**config.mk**
```make
export PLATFORM = sky130hd
export DESIGN_NAME = cache_sequencer
export DESIGN_NICKNAME = d
export VERILOG_FILES = /design/src/rtl/cache_pkg.sv /design/src/rtl/cache_sequencer_burst_counter.sv /design/src/rtl/cache_sequencer.sv
export SDC_FILE = /design/constraint.sdc
export NUM_CORES = 1
export LEC_CHECK = 0
export ABC_CLOCK_PERIOD_IN_PS = 1700
export BUFFER_PORTS_ARGS = -buffer_cell sky130_fd_sc_hd__buf_2
export CAP_MARGIN = 20
export CORE_AREA = 2 2 54 56
export DETAILED_ROUTE_END_ITERATION = 7
export DIE_AREA = 0 0 56 58
export GPL_ROUTABILITY_DRIVEN = 0
export HOLD_SLACK_MARGIN = 0.15
export PLACE_DENSITY = 0.83
export RECOVER_POWER = 25
export SYNTH_ARGS = -nofsm -noshare
export SYNTH_HDL_FRONTEND = slang
export SYNTH_SLANG_ARGS = --single-unit
```
**constraint.sdc**
```tcl
create_clock -name clk_i -period 1.7 [get_ports clk_i]
set_input_delay 0.255 -clock clk_i [delete_from_list [all_inputs] [get_ports clk_i]]
set_output_delay 0.255 -clock clk_i [all_outputs]
set_load 0.03 [all_outputs]
```
**src/rtl/cache_pkg.sv**
```systemverilog
// Shared types and constants for the cache set miss sequencer.
// Provides the FSM state enum, control-bus bit positions and control encodings.
// Default geometry macros CACHE_T / CACHE_B are supplied here when the build does not set them.
`ifndef CACHE_T
`define CACHE_T 20
`endif
`ifndef CACHE_B
`define CACHE_B 4
`endif

package cache_pkg;

    typedef enum logic [1:0] {
        ST_COMPARE       = 2'd0,
        ST_WRITE_BACK    = 2'd1,
        ST_ALLOCATE      = 2'd2,
        ST_WRITE_THROUGH = 2'd3
    } cache_state_e;

    // Control bus layout: {write_en, set_valid, set_dirty, strategy_en, offset_sel}
    localparam int CTRL_WIDTH       = 5;
    localparam int CTRL_WRITE_EN    = 4;
    localparam int CTRL_SET_VALID   = 3;
    localparam int CTRL_SET_DIRTY   = 2;
    localparam int CTRL_STRATEGY_EN = 1;
    localparam int CTRL_OFFSET_SEL  = 0;

    // Idle: processor offset selected, nothing written
    localparam logic [CTRL_WIDTH-1:0] CTRL_IDLE      = 5'b00001;
    // Write hit: write processor data, mark valid and dirty, update replacement
    localparam logic [CTRL_WIDTH-1:0] CTRL_WRITE_HIT = 5'b11111;
    // Refill word: write memory data at memory offset, mark valid and clean
    localparam logic [CTRL_WIDTH-1:0] CTRL_REFILL    = 5'b11000;

endpackage

```
**src/rtl/cache_sequencer_burst_counter.sv**
```systemverilog
// Word counter for memory bursts: clears, increments, flags the final word.
// Counter updates one cycle after inc_i/clr_i; last_o is combinational from the count.
// Wraps to zero after the all-ones value, so a full line burst returns it to zero.
module burst_counter #(
    parameter int WIDTH = 2
) (
    input  logic             clk_i,
    input  logic             rst_i,
    input  logic             inc_i,
    input  logic             clr_i,
    output logic [WIDTH-1:0] cnt_o,
    output logic             last_o
);

    logic [WIDTH-1:0] cnt_q;
    logic [WIDTH-1:0] cnt_d;

    // Next count: clear has priority, natural wrap at 2^WIDTH words
    always_comb begin
        cnt_d = cnt_q;
        if (clr_i) begin
            cnt_d = '0;
        end else if (inc_i) begin
            cnt_d = cnt_q + 1'b1;
        end
    end

    // Count register, reset aborts any burst in progress
    always_ff @(posedge clk_i or posedge rst_i) begin
        if (rst_i) begin
            cnt_q <= '0;
        end else begin
            cnt_q <= cnt_d;
        end
    end

    assign cnt_o  = cnt_q;
    assign last_o = &cnt_q;

endmodule

```
**src/rtl/cache_sequencer.sv**
```systemverilog
// Miss-handling sequencer for one cache set: hits, dirty write-back, word-wise refill.
// Hits complete in the request cycle; misses take W (clean) or 2W (dirty) memory handshakes plus one re-compare.
// Processor is stalled via ready_o; bursts hold address/strobe until mem_ready_i. Option: CACHE_WRITE_ALLOCATE_EN.
module cache_sequencer
    import cache_pkg::*;
#(
    parameter int TAG_WIDTH    = `CACHE_T,
    parameter int OFFSET_WIDTH = `CACHE_B
) (
    input  logic                 clk_i,
    input  logic                 rst_i,
    input  logic                 read_i,
    input  logic                 write_i,
    input  logic [31:0]          addr_i,
    input  logic                 hit_i,
    input  logic                 dirty_i,
    input  logic [TAG_WIDTH-1:0] tag_i,
    input  logic                 mem_ready_i,
    output logic [4:0]           control_o,
    output logic                 ready_o,
    output logic                 mem_read_o,
    output logic                 mem_write_o,
    output logic [31:0]          mem_addr_o
);

    localparam int CNT_W = OFFSET_WIDTH - 2;

    cache_state_e state_q;
    cache_state_e state_d;

    logic             req;
    logic             is_write;
    logic [CNT_W-1:0] cnt;
    logic             cnt_last;
    logic             cnt_inc;
    logic             cnt_clr;
    logic [31:0]      wb_addr;
    logic [31:0]      alloc_addr;
    logic             unused_addr_lsb;

    // A simultaneous read and write is serviced as a write
    assign req      = read_i | write_i;
    assign is_write = write_i;

    // Victim line lives at the old tag with the current index; refill fetches the requested line
    assign wb_addr    = {tag_i, addr_i[31-TAG_WIDTH:OFFSET_WIDTH], cnt, 2'b00};
    assign alloc_addr = {addr_i[31:OFFSET_WIDTH], cnt, 2'b00};

    assign unused_addr_lsb = ^addr_i[1:0];

`ifndef CACHE_WRITE_ALLOCATE_EN
    logic [31:0] wt_addr;
    assign wt_addr = {addr_i[31:2], 2'b00};
`endif

    burst_counter #(
        .WIDTH (CNT_W)
    ) u_burst_counter (
        .clk_i  (clk_i),
        .rst_i  (rst_i),
        .inc_i  (cnt_inc),
        .clr_i  (cnt_clr),
        .cnt_o  (cnt),
        .last_o (cnt_last)
    );

    // State register
    always_ff @(posedge clk_i or posedge rst_i) begin
        if (rst_i) begin
            state_q <= ST_COMPARE;
        end else begin
            state_q <= state_d;
        end
    end

    // Next state and decoded outputs; reset forces the idle output set immediately
    always_comb begin
        state_d     = state_q;
        control_o   = CTRL_IDLE;
        ready_o     = 1'b0;
        mem_read_o  = 1'b0;
        mem_write_o = 1'b0;
        mem_addr_o  = '0;
        cnt_inc     = 1'b0;
        cnt_clr     = 1'b0;

        case (state_q)
            ST_COMPARE: begin
                // Counter is idle here; stray mem_ready_i pulses must not advance it
                cnt_clr = 1'b1;
                if (req) begin
                    if (hit_i) begin
                        ready_o = 1'b1;
                        if (is_write) begin
                            control_o = CTRL_WRITE_HIT;
                        end else begin
                            control_o[CTRL_STRATEGY_EN] = 1'b1;
                        end
                    end else begin
                        control_o[CTRL_STRATEGY_EN] = 1'b1;
`ifdef CACHE_WRITE_ALLOCATE_EN
                        if (dirty_i) begin
                            state_d = ST_WRITE_BACK;
                        end else begin
                            state_d = ST_ALLOCATE;
                        end
`else
                        if (is_write) begin
                            state_d = ST_WRITE_THROUGH;
                        end else if (dirty_i) begin
                            state_d = ST_WRITE_BACK;
                        end else begin
                            state_d = ST_ALLOCATE;
                        end
`endif
                    end
                end
            end

            ST_WRITE_BACK: begin
                control_o   = '0;
                mem_write_o = 1'b1;
                mem_addr_o  = wb_addr;
                if (mem_ready_i) begin
                    cnt_inc = 1'b1;
                    if (cnt_last) begin
                        state_d = ST_ALLOCATE;
                    end
                end
            end

            ST_ALLOCATE: begin
                control_o  = '0;
                mem_read_o = 1'b1;
                mem_addr_o = alloc_addr;
                if (mem_ready_i) begin
                    control_o = CTRL_REFILL;
                    cnt_inc   = 1'b1;
                    if (cnt_last) begin
                        state_d = ST_COMPARE;
                    end
                end
            end

`ifndef CACHE_WRITE_ALLOCATE_EN
            ST_WRITE_THROUGH: begin
                mem_write_o = 1'b1;
                mem_addr_o  = wt_addr;
                if (mem_ready_i) begin
                    ready_o = 1'b1;
                    state_d = ST_COMPARE;
                end
            end
`endif

            default: begin
                state_d = ST_COMPARE;
            end
        endcase

        if (rst_i) begin
            control_o   = CTRL_IDLE;
            ready_o     = 1'b0;
            mem_read_o  = 1'b0;
            mem_write_o = 1'b0;
            mem_addr_o  = '0;
        end
    end

endmodule

```
; Word level (Yosys, flattened, before mapping)
; Index checks and enable logic that the tools add are counted.
[word_totals]
register_bits = 4
inputBits = 59
output_inout_bits = 40
wordCells = 51
[classes]
addsub = 1
eq_ne = 10
mux = 31
bitwise = 1
reduce_logical = 6
[op_table]
columns = cell, count
row1 = 32-bit one-hot mux with 3 select lines, 1
row2 = 32-bit 2-to-1 mux, 1
row3 = 2-bit 2-to-1 mux, 11
row4 = 5-bit 2-to-1 mux, 3
row5 = 5-bit one-hot mux with 3 select lines, 1
row6 = "2-bit inequality test, second input constant", 7
row7 = 1-bit 2-to-1 mux, 10
row8 = 2-bit one-hot mux with 4 select lines, 1
row9 = 7-bit AND reduction, 1
row10 = 3-bit 2-to-1 mux, 2
row11 = "2-bit == test, second input constant", 2
row12 = 2-bit OR reduction, 2
row13 = "2-bit by 1-bit adder with 2-bit output, second input constant", 1
row14 = "2-bit by 1-bit == test with 1-bit output, second input constant", 1
row15 = 2-bit logical NOT, 1
row16 = 1-bit one-hot mux with 2 select lines, 1
row17 = 2-bit AND reduction, 1
row18 = 2-bit nonzero test, 1
row19 = 1-bit bitwise OR, 1

; Depth between registers and ports, before layout
[depth]
depth_word = 5
ltp_mapped = 6
ltp_nobuf = 5

; By module
; Synthesis repeated with hierarchy kept, for this count alone.
[hier_totals]
hier_cells = 115
area_unflattened_um2 = 793.3
[modules_own_cells]
columns = module, n_inst, cells_each, area_each_um2, seq_area_each_um2
row1 = cache_sequencer, 1, 107, 700.7, 50.0
row2 = burst_counter, 1, 8, 92.6, 50.0

; Worst setup path after synthesis
; Ideal clock, no wire load.
[synth_timing]
path_kind = reg2out
start = reg state_q[0]
end = out control_o[4]
t_arrival_ns = 2.083
t_required_ns = 1.445
setup_slack_ns = -0.638
path_stages_with_launch = 7
n_path_buf = 1
path_cell_list = dfrtp_1 -> inv_1 -> ha_1 -> nor2b_1 -> a32oi_1 -> nor2_1 -> buf_4
[synth_between]
elab_chain_len = 3
elab_cells_between_ends = 5
classes_between = eq/ne: 2 / mux: 2 / reduce/logical: 1
[synth_rtl]
columns = element, line_no
row1 = start: declaration, cache_sequencer.sv:28  ; cache_state_e state_q;
row2 = start signal: assignment, cache_sequencer.sv:72  ; state_q <= state_d;
row3 = "2-bit == test, or another cell as far along", cache_sequencer.sv:87  ; case (state_q)
row4 = 5-bit one-hot mux with 3 select lines (*), cache_sequencer.sv:87
row5 = 5-bit 2-to-1 mux (*), cache_sequencer.sv:161  ; if (rst_i) begin
row6 = end: declaration, cache_sequencer.sv:19  ; output logic [4:0] control_o,
; Every way passes the cells marked *; elsewhere a longest branch is shown, timed or not.

; Worst setup path after layout
[layout_timing]
start = reg state_q[1]
end = out mem_addr_o[7]
[layout_between]
elab_chain_len = 3
elab_cells_between_ends = 5
classes_between = eq/ne: 3 / mux: 2
[layout_rtl]
columns = element, line_no
row1 = 2-bit == test or 2-bit by 1-bit == test with 1-bit output (tied branches), cache_sequencer.sv:87
row2 = 32-bit one-hot mux with 3 select lines (*), cache_sequencer.sv:87
row3 = 32-bit 2-to-1 mux (*), cache_sequencer.sv:161
row4 = end: declaration, cache_sequencer.sv:23  ; output logic [31:0] mem_addr_o
; Marked as above.

==> results_dict.tcl <==
set metrics [dict create \
    grt_pass1_wl_um 5830 \
    final_layout_size_suffix_gt1_share_pct 83.3 \
    max_stage_delay_ns 0.41 \
    num-nets-final 283 \
    rsz0062_at_grt "true" \
    synth-edff-count 0 \
    fmax_mhz 519 \
    clock_power_share_pct 3.9 \
    crit_slowest_cell "dfrtp_1" \
    min_period_over_period_pct 113 \
    hold_viol 0 \
    synth_top_area_cell "a22oi_2" \
    clkTransAtPathRegs_ns 0.04 \
    cts_tree "done" \
    yosysUniqueCellTypes 32 \
    vias_per_cell 5.03 \
    worst_ep_required_time_ns 1.44 \
    grt_antenna_before_repair 0 \
    holdCritStartpoint "mem_ready_i" \
    post_cts_buffers 0 \
    synth_top_cell_area_share_pct 15.1 \
    synth_common_cells "24 x nor2_1, 10 x a22oi_1, 10 x a22oi_2" \
    std_cell_rows 19 \
    crit_buf_inv 2 \
    ant_nets 0 \
    port_buffers 94 \
    fin_ws_ns -0.227 \
    yosys_warnings 0 \
    finalCoreUtilization_pct 70.2 \
    dp_hpwl_um 2420 \
    finalCriticalPeriod_ns 1.93 \
    path_cells "inv_2, ha_4, or2_4, nor2_4, and2_4, buf_6" \
    antenna_cells 0 \
    firstDrtPassIters 4 \
    core_area_mm2 0.00266 \
    io_pins 99 \
    grt-ovfl-total 0 \
    synthFlopType "dfrtp_1" \
    htree_levels 1 \
    post-place-ws_ns -0.0712 \
    syn_to_final_growth_pct 125 \
    clkLatencyLatePin_ns 0.25 \
    vdd_drop_max_uv 1170 \
    timing.rr.start "state_q[0]" \
    die_area_mm2 0.00325 \
    use_met2_pct 45.0 \
    start_kind "register" \
    cts_buffers 3 \
    use_met3_pct 3.57 \
    netSwitchingPower_uw 1640 \
    slew_viol_final 0 \
    hold_path_class "in -> reg" \
    hold-path-endpoint "u_burst_counter.cnt_o[1]" \
    reg2reg_slack_ns 0.04 \
    ys_top_cells_by_area "a22oi_2 15%, dfrtp_1 12%, nor2_1 11%, ha_1 11%, a22oi_1 9.0%" \
    drc_errors 0 \
    busiest_layer "met2" \
    crit_fanout 8 \
    hold-worst-slack_ns 0.338 \
    clock_path_buffers 2 \
    wl_um 3520 \
    postSynthAreaPerCell_um2 7.48 \
    die_w_um 56 \
    critPathKind "reg -> out" \
    synthArstFlopShare_pct 100 \
    dr.first_iter.drc_count 50 \
    grt_pass1_vias 1286 \
    setup_violations 36 \
    start_util_pct 31.2 \
    reg2reg_depth 6 \
    fin_skew_ns 0.00608 \
    p_int_uw 1570 \
    path_delay_family "simple AND/OR/NAND/NOR gates" \
    grt_use_total_pct 22.4 \
    num-fill-cells 208 \
    outcome "complete, but fails checks" \
    power_frac_seq_pct 5.8 \
    cp-end-kind "output pin" \
    leakage_uw 0.000889 \
    grt_max_degree 14 \
    combPwrFrac_pct 90.2 \
    clockRootBuffer "clkbuf_4" \
    ys_seq_area_share_pct 12.0 \
    syn-cell-area_um2 831 \
    hold_depth 3 \
    worstPathArrival_ns 1.67 \
    p_sw_share_pct 51.1 \
    dieHeight_um 58 \
    violations "setup timing" \
    vias 1238 \
    ys_ff_latch 4 \
    use_met1_pct 24.4 \
    cellPowerDensity_mw_per_mm2 1710 \
    fin_area_mm2 0.00187 \
    cts_sinks 4 \
    maxCapViolCount 0 \
    synth_cells 111 \
    synthMostInstantiatedCell "nor2_1" \
    r2r_end "state_q[0]" \
    wire_per_inst_um 14.3 \
    place_area_mm2 0.00147 \
]
==> how the worst max path moves through the flow <==
stage	start	endpoint	slack, ns	depth (start not counted)
4_1_cts	state_q[0]	mem_addr_o[23]	-0.20	7
5_1_grt	state_q[1]	mem_addr_o[7]	-0.29	6
3_3_place_gp	state_q[1]	mem_addr_o[10]	-0.03	6
3_5_place_dp	state_q[1]	mem_addr_o[10]	-0.07	6
2_1_floorplan	state_q[0]	mem_addr_o[12]	-0.12	6
6_report	state_q[1]	mem_addr_o[7]	-0.23	6
==> cell type report <==
class / count / area [um^2] / share of cell area, %
inverter: 4 / 15.0 / 0.803
tap: 31 / 38.8 / 2.07
sequential: 4 / 100 / 5.35
multi-input combinational: 93 / 851 / 45.5
clock buffer: 3 / 22.5 / 1.20
timing repair buffer: 111 / 842 / 45.0
==> placed cells by master, fill, tap and decap left out, drive strengths merged, types with 2 or more instances in the layout <==
cell      n
clkbuf    4
ha        7
nand2     6
a22oi    20
nor2     25
mux2i     2
or2       2
conb      2
nor2b     2
and2      8
a21oi     3
buf     109
dfrtp     4
inv       4
o21ai     4
==> stage by stage <==
stage / power, uW / std cells / setup TNS [ns]
6_report: 3200 / 246 / -6.78
3_5_place_dp: 2350 / 240 / -1.18
2_1_floorplan: 1740 / 112 / -2.65
5_1_grt: 3390 / 246 / -9.12
3_3_place_gp: 2300 / 240 / -0.284
4_1_cts: 3070 / 246 / -6.38
==> metal layers <==
| layer | vias up | wire length [um] |
|---|---|---|
| met5 | - | 0 |
| met4 | 0 | 63 |
| met3 | 9 | 284 |
| met2 | 67 | 1890 |
| met1 | 564 | 1290 |
| li1 | 598 | - |
==> logic make-up (layout without fill, tap and decap cells) <==
kind of cell	Yosys count	in the layout	share of synthesized area, %
AND/OR/NAND/NOR	47	47	27.4
multiplexers	2	2	2.41
adder cells (fa/ha/maj)	7	7	10.5
AO/OA/AOI/OAI	34	34	35.8
XOR/XNOR	1	1	1.05
flip-flops	4	4	12.0
buffers and inverters	15	118	10.2
other	1	2	0.451
==> registers in the layout, summed over array words and instances, names as in the netlist <==
name and count:
state_q 2, u_burst_counter.cnt_o 2
==> worst min-delay path: stages <==
cell	delay [ns]
buf_2	0.14
nand3_1	0.09
a21oi_1	0.06
==> power by group through the flow <==
stage | clock (uW) | sequential [uW] | combinational [uW]
after detailed placement | 0 | 182 | 2170
after global placement | 0 | 176 | 2130
after CTS | 122 | 185 | 2760
after global routing | 127 | 193 | 3070
after floorplan | 0 | 173 | 1570
final | 126 | 186 | 2890
==> timing repair <==
action / CTS / global route
endpoints found under the setup margin: 39 / 39
hold buffers: 1 / 0
gates cloned: 2 / 0
hold endpoints to repair: 4 / 0
resized for setup: 87 / 18
pin swaps: 4 / 3
Note: power is estimated with default switching activity, not from simulation.
